## src/rtl/phy_regfile2rs_dispatch_q.sv

```systemverilog
// phy_regfile2rs_dispatch_q: dispatch queue from regfile read to reservation stations with CDB wakeup
// Ports:
//   clk, reset (sync, active-high), flush   : clock, reset, discard all entries
//   in_valid/in_ready, in_*                 : producer side, one renamed instruction per cycle
//   cdb_valid/cdb_tag/cdb_val               : CDB_PORTS broadcast ports, port k at [k*W +: W]
//   out_valid/out_ready, out_*              : head entry toward the RS, data zeroed when empty
//   count                                   : occupancy
module phy_regfile2rs_dispatch_q #(
    parameter int DEPTH     = 4,
    parameter int VAL_W     = 32,
    parameter int PREG_W    = 6,
    parameter int PC_W      = 32,
    parameter int CTRL_W    = 8,
    parameter int CDB_PORTS = 2
) (
    input  logic                          clk,
    input  logic                          reset,
    input  logic                          flush,
    input  logic                          in_valid,
    output logic                          in_ready,
    input  logic [CTRL_W-1:0]             in_control,
    input  logic [VAL_W-1:0]              in_src1_val,
    input  logic [VAL_W-1:0]              in_src2_val,
    input  logic                          in_src1_rdy,
    input  logic                          in_src2_rdy,
    input  logic [PREG_W-1:0]             in_src1_addr,
    input  logic [PREG_W-1:0]             in_src2_addr,
    input  logic [PREG_W-1:0]             in_dst_addr,
    input  logic [VAL_W-1:0]              in_immediate,
    input  logic [PC_W-1:0]               in_pc,
    input  logic [CDB_PORTS-1:0]          cdb_valid,
    input  logic [CDB_PORTS*PREG_W-1:0]   cdb_tag,
    input  logic [CDB_PORTS*VAL_W-1:0]    cdb_val,
    output logic                          out_valid,
    input  logic                          out_ready,
    output logic [CTRL_W-1:0]             out_control,
    output logic [VAL_W-1:0]              out_src1_val,
    output logic [VAL_W-1:0]              out_src2_val,
    output logic                          out_src1_rdy,
    output logic                          out_src2_rdy,
    output logic [PREG_W-1:0]             out_src1_addr,
    output logic [PREG_W-1:0]             out_src2_addr,
    output logic [PREG_W-1:0]             out_dst_addr,
    output logic [VAL_W-1:0]              out_immediate,
    output logic [PC_W-1:0]               out_pc,
    output logic [$clog2(DEPTH):0]        count
);
    localparam int AW = $clog2(DEPTH);

    logic [CTRL_W-1:0] ctrl_m [DEPTH];
    logic [VAL_W-1:0]  v1_m   [DEPTH];
    logic [VAL_W-1:0]  v2_m   [DEPTH];
    logic              r1_m   [DEPTH];
    logic              r2_m   [DEPTH];
    logic [PREG_W-1:0] a1_m   [DEPTH];
    logic [PREG_W-1:0] a2_m   [DEPTH];
    logic [PREG_W-1:0] dst_m  [DEPTH];
    logic [VAL_W-1:0]  imm_m  [DEPTH];
    logic [PC_W-1:0]   pc_m   [DEPTH];

    logic [AW-1:0] rd_ptr, wr_ptr;
    logic          enq, deq;
    logic [VAL_W:0] s1 [DEPTH];
    logic [VAL_W:0] s2 [DEPTH];
    logic [VAL_W:0] in_s1, in_s2;

    // Returns {hit, value}; scanning from the top port down lets the lowest matching port win.
    function automatic logic [VAL_W:0] snoop(
        input logic [PREG_W-1:0]           tag,
        input logic [CDB_PORTS-1:0]        v,
        input logic [CDB_PORTS*PREG_W-1:0] t,
        input logic [CDB_PORTS*VAL_W-1:0]  d
    );
        snoop = '0;
        for (int k = CDB_PORTS - 1; k >= 0; k--)
            if (v[k] && t[k*PREG_W +: PREG_W] == tag) snoop = {1'b1, d[k*VAL_W +: VAL_W]};
    endfunction

    assign in_ready  = count != (AW+1)'(DEPTH);
    assign out_valid = count != '0;
    assign enq       = in_valid && in_ready;
    assign deq       = out_valid && out_ready;

    always_comb begin
        for (int i = 0; i < DEPTH; i++) begin
            s1[i] = snoop(a1_m[i], cdb_valid, cdb_tag, cdb_val);
            s2[i] = snoop(a2_m[i], cdb_valid, cdb_tag, cdb_val);
        end
        in_s1 = snoop(in_src1_addr, cdb_valid, cdb_tag, cdb_val);
        in_s2 = snoop(in_src2_addr, cdb_valid, cdb_tag, cdb_val);
    end

    always_ff @(posedge clk) begin
        if (reset || flush) begin
            rd_ptr <= '0;
            wr_ptr <= '0;
            count  <= '0;
        end else begin
            rd_ptr <= rd_ptr + AW'(deq);
            wr_ptr <= wr_ptr + AW'(enq);
            count  <= count + (AW+1)'(enq) - (AW+1)'(deq);
        end
    end

    // Storage is never cleared; stale slots are unobservable once the pointers reset.
    always_ff @(posedge clk) begin
        for (int i = 0; i < DEPTH; i++) begin
            if (enq && wr_ptr == AW'(i)) begin
                ctrl_m[i] <= in_control;
                a1_m[i]   <= in_src1_addr;
                a2_m[i]   <= in_src2_addr;
                dst_m[i]  <= in_dst_addr;
                imm_m[i]  <= in_immediate;
                pc_m[i]   <= in_pc;
                r1_m[i]   <= in_src1_rdy || in_s1[VAL_W];
                r2_m[i]   <= in_src2_rdy || in_s2[VAL_W];
                v1_m[i]   <= (!in_src1_rdy && in_s1[VAL_W]) ? in_s1[VAL_W-1:0] : in_src1_val;
                v2_m[i]   <= (!in_src2_rdy && in_s2[VAL_W]) ? in_s2[VAL_W-1:0] : in_src2_val;
            end else begin
                if (!r1_m[i] && s1[i][VAL_W]) begin
                    r1_m[i] <= 1'b1;
                    v1_m[i] <= s1[i][VAL_W-1:0];
                end
                if (!r2_m[i] && s2[i][VAL_W]) begin
                    r2_m[i] <= 1'b1;
                    v2_m[i] <= s2[i][VAL_W-1:0];
                end
            end
        end
    end

    // Head bypass: a same-cycle CDB match is visible at the output so a leaving head keeps its wakeup.
    always_comb begin
        out_control   = out_valid ? ctrl_m[rd_ptr] : '0;
        out_src1_addr = out_valid ? a1_m[rd_ptr] : '0;
        out_src2_addr = out_valid ? a2_m[rd_ptr] : '0;
        out_dst_addr  = out_valid ? dst_m[rd_ptr] : '0;
        out_immediate = out_valid ? imm_m[rd_ptr] : '0;
        out_pc        = out_valid ? pc_m[rd_ptr] : '0;
        out_src1_rdy  = out_valid && (r1_m[rd_ptr] || s1[rd_ptr][VAL_W]);
        out_src2_rdy  = out_valid && (r2_m[rd_ptr] || s2[rd_ptr][VAL_W]);
        out_src1_val  = !out_valid ? '0 : (!r1_m[rd_ptr] && s1[rd_ptr][VAL_W]) ? s1[rd_ptr][VAL_W-1:0] : v1_m[rd_ptr];
        out_src2_val  = !out_valid ? '0 : (!r2_m[rd_ptr] && s2[rd_ptr][VAL_W]) ? s2[rd_ptr][VAL_W-1:0] : v2_m[rd_ptr];
    end
endmodule
```

## config.mk

```make
export PLATFORM = sky130hd
export DESIGN_NAME = phy_regfile2rs_dispatch_q
export DESIGN_NICKNAME = d
export VERILOG_FILES = /design/src/rtl/phy_regfile2rs_dispatch_q.sv
export SDC_FILE = /design/constraint.sdc
export NUM_CORES = 1
export LEC_CHECK = 0
export CAP_MARGIN = 40
export CORE_ASPECT_RATIO = 0.9
export CORE_UTILIZATION = 50
export DETAILED_ROUTE_END_ITERATION = 16
export DONT_BUFFER_PORTS = 1
export PLACE_DENSITY_LB_ADDON = 0.12
export SETUP_SLACK_MARGIN = 0.15
export SLEW_MARGIN = 20
export SYNTH_ARGS = -nofsm -noshare
export SYNTH_HDL_FRONTEND = slang
export SYNTH_SLANG_ARGS = --single-unit
```

## constraint.sdc

```tcl
create_clock -name clk -period 6.46 [get_ports clk]
set_input_delay 1.292 -clock clk [delete_from_list [all_inputs] [get_ports clk]]
set_output_delay 1.292 -clock clk [all_outputs]
set_load 0.005 [all_outputs]
```

==> results of run 1 <==
==> critical path, cell delays in order <==
cell	delay (ns)
xor2_1	0.14
nor4_1	0.72
o32ai_1	0.23
or4_2	0.64
buf_4	0.38
a211o_1	0.32
a21oi_1	0.32
==> worst min path at each step <==
stage | depth (start not counted) | to | slack, ns
floorplan | 2 | r2_m[2] | 0.49
global placement | 2 | r2_m[2] | 0.52
detailed placement | 2 | r2_m[2] | 0.52
CTS | 2 | r2_m[2] | 0.54
global route | 2 | r2_m[2] | 0.59
finish | 2 | r2_m[2] | 0.55
==> placed cells by master (no fill, tap or decap), types with 65 or more instances in the layout <==
cell,n
xnor2_1,79
clkbuf_16,70
o21ai_0,66
mux2_2,65
mux2i_1,448
nor2_1,78
a31oi_1,94
edfxtp_1,622
mux4_2,155
and2_1,96
a21oi_1,132
nand2_1,145
==> flip-flops by register name, indices dropped and copies added (netlist names) <==
signal	count
v2_m	128
a2_m	24
count	3
ctrl_m	32
rd_ptr	2
a1_m	24
pc_m	128
wr_ptr	2
dst_m	24
imm_m	128
r2_m	4
r1_m	4
v1_m	128
==> cell type report <==
cell class / count / area share [%]
tap: 940 / 3.02
inverter: 12 / 0.135
timing repair buffer: 81 / 2.25
clock buffer: 86 / 4.67
sequential: 631 / 48.4
multi-input combinational: 1775 / 40.4
clock inverter: 41 / 1.15
==> power by group through the flow <==
stage                     clock (W)  combinational [W]  sequential, W
after global placement            0           0.000885        0.00479
after detailed placement          0           0.000930        0.00480
after floorplan                   0           0.000702        0.00478
after CTS                   0.00403           0.000933        0.00471
final                       0.00395           0.000938        0.00471
after global routing        0.00417            0.00100        0.00472
==> metrics by stage <==
| stage | hold slack (ns) | worst slack (ns) | utilization (%) | instance area [um2] |
|---|---|---|---|---|
| final | 0.554 | 1.11 | 55.5 | 39000 |
| after CTS | 0.540 | 1.14 | 55.4 | 38900 |
| after global placement | 0.519 | 1.13 | 51.8 | 36300 |
| after floorplan | 0.488 | 1.00 | - | 35600 |
| after global routing | 0.585 | 1.04 | 55.5 | 39000 |
| after detailed placement | 0.523 | 1.14 | 52.2 | 36700 |
==> layer usage <==
metal	vias to the layer above	share of wire, %
met5	-	0.080
met4	14	2.6
met3	234	9.6
met2	1320	48
met1	12300	40
li1	10400	-
==> logic make-up (layout without fill, tap and decap cells) <==
logic type | after synthesis | count (layout) | share of synthesized area (%)
flops | 631 | 631 | 52.9
buf+inv | 314 | 220 | 3.66
xor+xnor | 124 | 124 | 3.05
mux | 668 | 668 | 24.4
simple gates | 470 | 470 | 6.57
fa+ha+maj | 5 | 5 | 0.197
compound gates | 508 | 508 | 9.17
==> metrics.cfg, run 1 <==
[yosys]
synth_edf_count = 622
synth_warnings = 0
yosysMostFrequentCell = edfxtp_1
yosysTopAreaCell = edfxtp_1
yosysTopAreaCellShare_pct = 52.4
syn_area_um2 = 35600
ys_seq_area_share_pct = 52.9
synth.area.top_cells = edfxtp_1, mux2i_1, mux4_2
synth_cell_types = 52
ys_ff_latch = 631
synth_top_flop_cell = edfxtp_1
syn_area_per_cell_um2 = 13.1
syn_nets = 2964
async_flop_share_pct = 0
synth_common_cells = edfxtp_1, mux2i_1, clkbuf_1
syn_inst = 2720

[global_routing]
grt_max_degree = 114
grt.busiest_layer = met2
grt_use_total_pct = 30.1
grt_first_pass_wirelength_mm = 161
met1_usage_pct = 39.9
use_met3_pct = 7.83
antenna_found_initial = 9
globalRouteOverflowTotal = 0
grt_pass1_vias = 24000
use_met2_pct = 48.9

[floorplanning]
ios = 400
row_count = 92
coreArea_um2 = 70200
design.die.area_um2 = 72300
start_util_pct = 50.7
die_h_um = 255
die_w_um = 283

[cells_and_area]
instances_no_fill = 3566
drive_above_1_share_pct = 17.3
num_antenna_cells = 0
nets = 2815
fillers = 5773
syn2layout_area_growth_pct = 9.37
multi_input_area_um2 = 15700
seq_area_um2 = 18900

[sta]
setup_viol = 0
clock_skew_ns = 0.0256
max_slew_margin_pct = 34.8
finalHoldViolCount = 0
drv_slew = 0
fmax_mhz = 187
fin_tns_setup_ns = 0
fin_crit_sh_pct = 82.8
rsz0062_at_grt = no
worst_pin_slew_ns = 0.979
post-route-min-period_ns = 5.35

[placement]
dp.cells = 3437
hpwl_mm = 69.5
portBuffers = 0
gp_congestion = 0.938

[setup_path]
arrival_ns = 4.06
rr_worst_depth = 8
crit_path_max_fanout = 64
cp-end-kind = primary output
worstSetupPathType = input pin to primary output
crit-reg2reg-capture = v1_m[2][30]
crit_start = cdb_tag[9]
cp-start-kind = input pin
setup.worst_path.end = out_src2_val[30]
worst-r2r-setup-slack_ns = 2.75
cp.required_ns = 5.17
reg2reg_from = a1_m[2][5]

[hold_path]
min-delay-start = r2_m[2]
hp-class = register to register

[drt]
viasPerCell = 6.80
vias = 24200
wl_mm = 111
first_iter_violations = 2718
drc_errors = 0
dr.pass1.iters = 6
wl_per_cell_um = 31.2
antenna_left = 0

[pwr]
switching_share_pct = 24.2
power.switching_w = 0.00233
power_leakage_nw = 12.2
ir_drop_v = 0.000284
p_clk_share_pct = 41.2
p_int_w = 0.00728
combPwrFrac_pct = 9.8
power-per-cell-area_nw_per_um2 = 246
power_w = 0.00960
power_frac_seq_pct = 49.1

[cts]
cts_sinks = 631
post_cts_resize_count = 0
clkLatencyLatePin_ns = 0.63
htreeDepth = 3
cts_max_path_buffers = 3
cts_made_buffers = 70
clkTransAtPathRegs_ns = 0.06
cts_tree = built
cts_root_buffer = clkbuf_16
post-cts-setup-buffers = 0
ctsHoldBuffers = 0

[job]
cap_violations = 0

[status]
status = finished, final reports clean

(Power assumes the default switching activity.)
==> run 2: changes to the inputs <==
==> constraint.sdc (replaced) <==
create_clock -name clk -period 5.2 [get_ports clk]
set_input_delay 1.04 -clock clk [delete_from_list [all_inputs] [get_ports clk]]
set_output_delay 1.04 -clock clk [all_outputs]
set_load 0.005 [all_outputs]
==> metrics.cfg, run 2 (synthesized netlist as in run 1, its figures left out) <==
[setup_path]
crit_path_cell_trace = xnor2_1, nand4_1, nor4_2, nor3_1, nor4_2, buf_12, nand4_1, a21oi_1, buf_4
rr_worst_depth = 7  ; -1
crit_start = a1_m[3][3]
setup.worst_path.end = out_src1_val[0]
worst-r2r-setup-slack_ns = 1.96  ; -0.79 ns
critPathMaxStageDelay_ns = 0.52  ; -0.20 ns
reg2reg_from = count[1]
cp-start-kind = register
crit-reg2reg-capture = imm_m[2][20]
cp.required_ns = 4.16  ; -1.01 ns
cp-end-kind = primary output
cp_slowest_cell = nor4_2
crit_path_max_fanout = 32  ; -50%
arrival_ns = 3.57  ; -0.49 ns
worstSetupPathType = register to primary output

[floorplanning]
start_util_pct = 50.7  ; unchanged
die_w_um = 283  ; unchanged
design.die.area_um2 = 72300  ; unchanged
row_count = 92  ; unchanged
die_h_um = 255  ; unchanged
ios = 400  ; unchanged
coreArea_um2 = 70200  ; unchanged

[cells_and_area]
layout_commonest_cell = edfxtp_1
drive_above_1_share_pct = 18.0  ; +0.75 points
nets = 2848  ; +1.2%
num_antenna_cells = 0  ; unchanged
seq_area_um2 = 18900  ; unchanged
final_cell_mix = edfxtp_1, mux2i_1, mux4_2, nand2_1, a21oi_1
fillers = 5751  ; -0.38%
syn2layout_area_growth_pct = 9.99
instances_no_fill = 3595  ; +0.81%
multi_input_area_um2 = 15700  ; unchanged

[global_routing]
grt_use_total_pct = 30.1  ; about the same
grt_max_degree = 128  ; +12%
grt_first_pass_wirelength_mm = 161  ; +0.17%
antenna_found_initial = 8  ; -1
globalRouteOverflowTotal = 0  ; unchanged
grt_pass1_vias = 24100  ; +0.73%

[pwr]
power-per-cell-area_nw_per_um2 = 302  ; +23%
power_leakage_nw = 12.4  ; +1.3%
power_w = 0.0118  ; +23%
ir_drop_v = 0.000349  ; +23%

[sta]
clock_skew_ns = 0.0233  ; -0.00230 ns
fin_tns_setup_ns = 0  ; unchanged
drv_slew = 0  ; unchanged
fmax_mhz = 217
finalHoldViolCount = 0  ; unchanged
post-route-min-period_ns = 4.61
setup_viol = 0  ; unchanged
worst_pin_slew_ns = 1.01  ; +0.0355 ns
rsz0062_at_grt = no
fin_crit_sh_pct = 88.6
max_slew_margin_pct = 32.4  ; -2.4 points

[cts]
cts_made_buffers = 69  ; -1.4%
post_cts_resize_count = 0  ; unchanged
htreeDepth = 3  ; unchanged
clkLatencyLatePin_ns = 0.63  ; about the same
ctsHoldBuffers = 0  ; unchanged
clkTransAtPathRegs_ns = 0.06  ; about the same
cts_max_path_buffers = 3  ; unchanged
cts_root_buffer = clkbuf_16
cts_sinks = 631  ; unchanged
cts_tree = built
post-cts-setup-buffers = 0  ; unchanged

[drt]
antenna_left = 0  ; unchanged
dr.pass1.iters = 6  ; unchanged
first_iter_violations = 2709  ; -0.33%
drc_errors = 0  ; unchanged
viasPerCell = 6.79  ; about the same
wl_mm = 111  ; about the same
wl_per_cell_um = 31.0  ; -0.72%
vias = 24400  ; +0.72%

[job]
cap_violations = 0  ; unchanged

[placement]
hpwl_mm = 68.9  ; -0.81%
dp.cells = 3469  ; +0.93%
gp_congestion = 0.866  ; -7.7%
portBuffers = 0  ; unchanged

[hold_path]
hp-class = input pin to register

[status]
status = finished, final reports clean

## run 2: area by class of cell
type | count | share of cell area, %
flip-flops and latches | 631 | 48.1
multi-input cells | 1775 | 40.1
clock buffers | 85 | 4.61
repair buffers | 115 | 3.02
well taps | 940 | 3.00
clock inverters | 37 | 0.955
inverters | 12 | 0.134
## run 2: metal layers
layer | up-vias | global-route usage, % | routed length [um]
li1 | 10400 | - | -
met1 | 12500 | 40.1 | 45100
met2 | 1227 | 49.1 | 53700
met3 | 249 | 6.78 | 9580
met4 | 14 | 9.51 | 3030
met5 | - | 0 | 86
## run 2: report_power, final
part | switching, W | internal [W] | total, W
sequential | 0.0000629 | 0.00579 | 0.00585
combinational | 0.000693 | 0.000487 | 0.00118
clock | 0.00206 | 0.00274 | 0.00480
## run 2: metrics by stage
stage / instance area [um2] / setup slack (ns) / utilization (%) / hold WS (ns)
after floorplan: 35600 / 0.180 / - / 0.488
after global placement: 36800 / 0.666 / 52.4 / 0.518
after detailed placement: 36900 / 0.737 / 52.6 / 0.547
after CTS: 39100 / 0.617 / 55.7 / 0.451
after global routing: 39200 / 0.388 / 55.8 / 0.461
final: 39200 / 0.593 / 55.8 / 0.493
## run 2: worst min path at each step
stage / from / end / slack, ns / cells past startpoint
floorplan: r2_m[2] / r2_m[2] / 0.49 / 2
global placement: r2_m[2] / r2_m[2] / 0.52 / 2
detailed placement: r2_m[2] / r2_m[2] / 0.55 / 2
CTS: reset / count[2] / 0.45 / 1
global route: reset / count[2] / 0.46 / 1
finish: reset / count[2] / 0.49 / 1
## run 2: worst max-delay path: cells and delay by family, from the launching register on
kind / cells / cell delay, ns
flip-flops: 1 / 0.49
buffers and inverters: 2 / 0.49
AO/OA/AOI/OAI: 1 / 0.41
XOR/XNOR: 1 / 0.19
AND/OR/NAND/NOR: 5 / 1.35
